<file path="src/rtl/tc4_calc_seq.sv">
// 4-bit two's complement add/sub calculator sequenced by an Enter pushbutton; TC4_CALC_DEBOUNCE_EN adds an Enter debouncer.
// N/Ovf registered (1-cycle from Sw); Press acts 3 edges after Enter is first sampled; no backpressure, Press is a single pulse.
module tc4_calc_seq #(
  parameter int DEBOUNCE_CYCLES = 16
) (
  input  logic       clk,
  input  logic       reset,
  input  logic [3:0] Sw,
  input  logic       Enter,
  input  logic       Op,
  output logic [3:0] N,
  output logic       Ovf,
  output logic [1:0] Mode
);

  typedef enum logic [1:0] {
    LOAD_A  = 2'b00,
    LOAD_B  = 2'b01,
    RESULT  = 2'b10,
    ILLEGAL = 2'b11
  } state_t;

  state_t     state, state_nxt;
  logic [3:0] a_reg, a_nxt;
  logic [3:0] b_reg, b_nxt;
  logic       op_reg, op_nxt;
  logic [3:0] n_reg, n_nxt;
  logic       ovf_reg, ovf_nxt;

  logic       sync1, sync2;
  logic [1:0] fill;
  logic       armed;
  logic       cond, cond_d;
  logic       press;

  // armed only after a genuine low is seen post-reset, so an Enter held across reset release never fires
  always_ff @(posedge clk) begin
    if (reset) begin
      sync1  <= 1'b0;
      sync2  <= 1'b0;
      fill   <= 2'b00;
      armed  <= 1'b0;
      cond_d <= 1'b0;
      press  <= 1'b0;
    end else begin
      sync1  <= Enter;
      sync2  <= sync1;
      fill   <= {fill[0], 1'b1};
      if (fill[1] && !sync2)
        armed <= 1'b1;
      cond_d <= cond;
      press  <= cond & ~cond_d & armed;
    end
  end

`ifdef TC4_CALC_DEBOUNCE_EN
  localparam int CW = $clog2(DEBOUNCE_CYCLES + 1);
  logic [CW-1:0] db_cnt;
  logic          db_lvl;

  always_ff @(posedge clk) begin
    if (reset) begin
      db_cnt <= '0;
      db_lvl <= 1'b0;
    end else if (sync2 == db_lvl) begin
      db_cnt <= '0;
    end else if (db_cnt == CW'(DEBOUNCE_CYCLES - 1)) begin
      db_cnt <= '0;
      db_lvl <= sync2;
    end else begin
      db_cnt <= db_cnt + 1'b1;
    end
  end

  assign cond = db_lvl;
`else
  assign cond = sync2;
`endif

  // returns {overflow, 4-bit wrapped result}
  function automatic logic [4:0] calc(input logic [3:0] x, input logic [3:0] y, input logic sub);
    logic [3:0] r;
    logic       v;
    r = sub ? (x - y) : (x + y);
    if (sub)
      v = (x[3] != y[3]) && (r[3] != x[3]);
    else
      v = (x[3] == y[3]) && (r[3] != x[3]);
    return {v, r};
  endfunction

  always_ff @(posedge clk) begin
    if (reset) begin
      state   <= LOAD_A;
      a_reg   <= 4'b0000;
      b_reg   <= 4'b0000;
      op_reg  <= 1'b0;
      n_reg   <= 4'b0000;
      ovf_reg <= 1'b0;
    end else begin
      state   <= state_nxt;
      a_reg   <= a_nxt;
      b_reg   <= b_nxt;
      op_reg  <= op_nxt;
      n_reg   <= n_nxt;
      ovf_reg <= ovf_nxt;
    end
  end

  always_comb begin
    state_nxt = state;
    a_nxt     = a_reg;
    b_nxt     = b_reg;
    op_nxt    = op_reg;
    n_nxt     = Sw;
    ovf_nxt   = 1'b0;
    case (state)
      LOAD_A: begin
        if (press) begin
          a_nxt     = Sw;
          state_nxt = LOAD_B;
        end
      end
      LOAD_B: begin
        if (press) begin
          b_nxt              = Sw;
          op_nxt             = Op;
          {ovf_nxt, n_nxt}   = calc(a_reg, Sw, Op);
          state_nxt          = RESULT;
        end
      end
      RESULT: begin
        // recomputed from captured operands, so Sw/Op changes cannot disturb the display
        {ovf_nxt, n_nxt} = calc(a_reg, b_reg, op_reg);
        if (press) begin
          state_nxt = LOAD_A;
          n_nxt     = Sw;
          ovf_nxt   = 1'b0;
        end
      end
      default: begin
        state_nxt = LOAD_A;
        n_nxt     = 4'b0000;
        ovf_nxt   = 1'b0;
      end
    endcase
  end

  assign N    = n_reg;
  assign Ovf  = ovf_reg;
  assign Mode = state;

endmodule

</file>
<file path="config.mk">
export PLATFORM = sky130hd
export DESIGN_NAME = tc4_calc_seq
export DESIGN_NICKNAME = d
export VERILOG_FILES = /design/src/rtl/tc4_calc_seq.sv
export SDC_FILE = /design/constraint.sdc
export NUM_CORES = 1
export LEC_CHECK = 0
export ABC_CLOCK_PERIOD_IN_PS = 3050
export CORE_UTILIZATION = 55
export CTS_BUF_LIST = sky130_fd_sc_hd__clkbuf_4
export CTS_CLUSTER_SIZE = 10
export DETAILED_ROUTE_END_ITERATION = 6
export GPL_TIMING_DRIVEN = 0
export PLACE_DENSITY_LB_ADDON = 0.12
export SYNTH_ARGS = -nofsm -noshare
export SYNTH_HDL_FRONTEND = slang
export SYNTH_SLANG_ARGS = --single-unit
</file>
<file path="constraint.sdc">
create_clock -name clk -period 3.05 [get_ports clk]
set_input_delay 0.61 -clock clk [delete_from_list [all_inputs] [get_ports clk]]
set_output_delay 0.61 -clock clk [all_outputs]
set_load 0.03 [all_outputs]
</file>
==> results.tsv <==
metric	value	unit
status	finished, final reports clean	
slew_headroom	67.8	%
ys_ff_latch	23	
cts_resized	0	
vias	1101	
grt_max_degree	14	
powerDensity	378	mW/mm2
fp.dieW	51.8	um
num-fill-cells	203	
netlist_instances	158	
cp_slowest_cell	clkdlybuf4s50_1	
cts_tree	yes	
fp-row-count	17	
synth-seq-area-share	33.7	%
final-max-slew-violation-count	0	
hold_class	flop to flop	
drive_gt1_share	7.95	%
cap_viol_max_count	0	
drc	0	
final_common_cell	dfxtp_1	
die_h	51.8	um
gp_congestion	0.909	
antenna_found_initial	0	
layout_common_cells	dfxtp_1, nand2_1, inv_1, a21oi_1, clkdlybuf4s50_1	
nets	200	
antennaDiodeCount	0	
rsz0062_at_grt	false	
cts.sinks	23	
grt_overflow	0	
syn2layout_area_growth	14.8	%
dp_slack	-0.187	ns
clockRootBuffer	clkbuf_4	
wl_per_cell	13.7	um
min_path_cells	1	
period_share	97.3	%
io_buffer_count	14	
clockBufferDepth	2	
netlist-cell-type-count	29	
first_iter_violations	78	
hold_viol	0	
required	3.26	ns
start_kind	primary input	
dp_hpwl	2130	um
grt_pass1_vias	1026	
first_pass_iters	5	
ant_nets	0	
fin_skew	0.00545	ns
yosys_warnings	0	
crit_chain	clkdlybuf4s50_1, inv_1, ha_1, mux2_2, inv_1, ha_1, a21o_1, a21oi_1, xnor2_1, mux2i_1, o22ai_1	
die_area	0.00269	mm2
synthesis.nets	181	
grt_pass1_wl	4530	um
critical_path_class	primary input to flop	
multi_input_area	783	um2
cts_setup_buffers	0	
cp_top_family	buffers and inverters	
fin_crit	2.97	ns
vdd_drop_max	0.371	mV
routed_via_density	5.40	
worst-path-stages	11	
max_stage_delay	0.63	ns
critPathArrivalTime	3.17	ns
synthesis.area	0.00137	mm2
numCtsBuffers	3	
core	0.00228	mm2
hold-worst-slack	0.406	ns
ioPinCount	15	
reg2regPathDepth	10	
cts_max_level	1	
cp-end-kind	flop	
max_freq	337	MHz
worst_pin_slew	0.483	ns
initial_utilization	60.0	%
cts_hold_buffers	0	
routed_wl	2800	um
grt_use_total	23.2	%
p_leak	0.636	nW
setup_viol	0	
clock_latency	0.31	ns
avgSynthCellArea	8.64	um2
crit_buf_inv	3	
crit_fanout	7	
path_clk_slew	0.12	ns
setup_ws	0.0837	ns
ff_latch_area	460	um2
[cell type report]
cell class              instances  area share [%]
repair buffers                 14            8.94
flip-flops and latches         23            29.4
multi-input cells             112            50.0
plain buffers                   7            3.91
clock buffers                   3            1.44
inverters                      16            3.83
well taps                      28            2.23
clock inverters                 1           0.319
[metal layers]
| layer | vias to the layer above | GRT usage [%] | routed length [um] |
|---|---|---|---|
| li1 | 555 | - | - |
| met1 | 501 | 28.2 | 1180 |
| met2 | 40 | 40.4 | 1440 |
| met3 | 5 | 2.63 | 140 |
| met4 | 0 | 10.8 | 38 |
| met5 | - | 0 | 0 |
[cells in the mapped netlist]
cell type  count  area, um2
o21ai_0        2       10.0
a222oi_1       3       30.0
buf_4          2       15.0
xnor2_1        8       70.1
a21o_1         3       22.5
dfxtp_1       23        460
fa_1           2       40.0
nand2b_1       1       6.26
mux2_2         3       33.8
clkbuf_1       2       7.51
nor3_1         6       30.0
nand2_1       19       71.3
mux2i_1        2       20.0
inv_1         16       60.1
nor2b_1        6       37.5
nand3_1        4       20.0
xor2_1         3       26.3
nor4b_1        1       8.76
a21oi_1       16       80.1
o211ai_1       1       7.51
clkbuf_8       2       27.5
a211oi_2       1       12.5
o21a_1         1       7.51
nor2_1        12       45.0
xnor2_2        1       16.3
ha_1          13        163
and2_1         3       18.8
buf_6          1       11.3
o22ai_1        1       6.26
[final timing paths]
kind / slack [ns] / to / from
worst max-delay path: 0.08 / Ovf / Sw[0]
worst min register to register: 0.41 / press / cond_d
worst min-delay path: 0.41 / press / cond_d
worst max register to register: 0.73 / N[3] / b_reg[0]
[where the power goes]
| part | total, mW | internal, mW | switching (mW) |
|---|---|---|---|
| Clock | 0.141 | 0.0491 | 0.0918 |
| Combinational | 0.134 | 0.0606 | 0.0737 |
| Sequential | 0.317 | 0.312 | 0.00547 |
[stage by stage]
step | util [%] | TNS, ns | std cells | area [um2] | power [mW]
after floorplan | - | 0 | 158 | 1370 | 0.410
after global placement | 67.7 | -0.227 | 200 | 1540 | 0.452
after detailed placement | 67.7 | -0.435 | 200 | 1540 | 0.456
after CTS | 68.9 | 0 | 204 | 1570 | 0.597
after global routing | 68.9 | 0 | 204 | 1570 | 0.624
final | 68.9 | 0 | 204 | 1570 | 0.593
[cell families (layout without fill, tap and decap cells)]
family	count (synthesis)	count (layout)	synth area share, %
AOI/OAI and AO/OA	28	28	12.9
xor gates and xnor gates	12	12	8.25
adders and majority gates	15	15	14.8
buffers and inverters	23	41	8.89
DFF	23	23	33.7
muxes	5	5	3.94
and+or+nand+nor	52	52	17.4
Note: power is estimated with default switching activity, not from simulation.
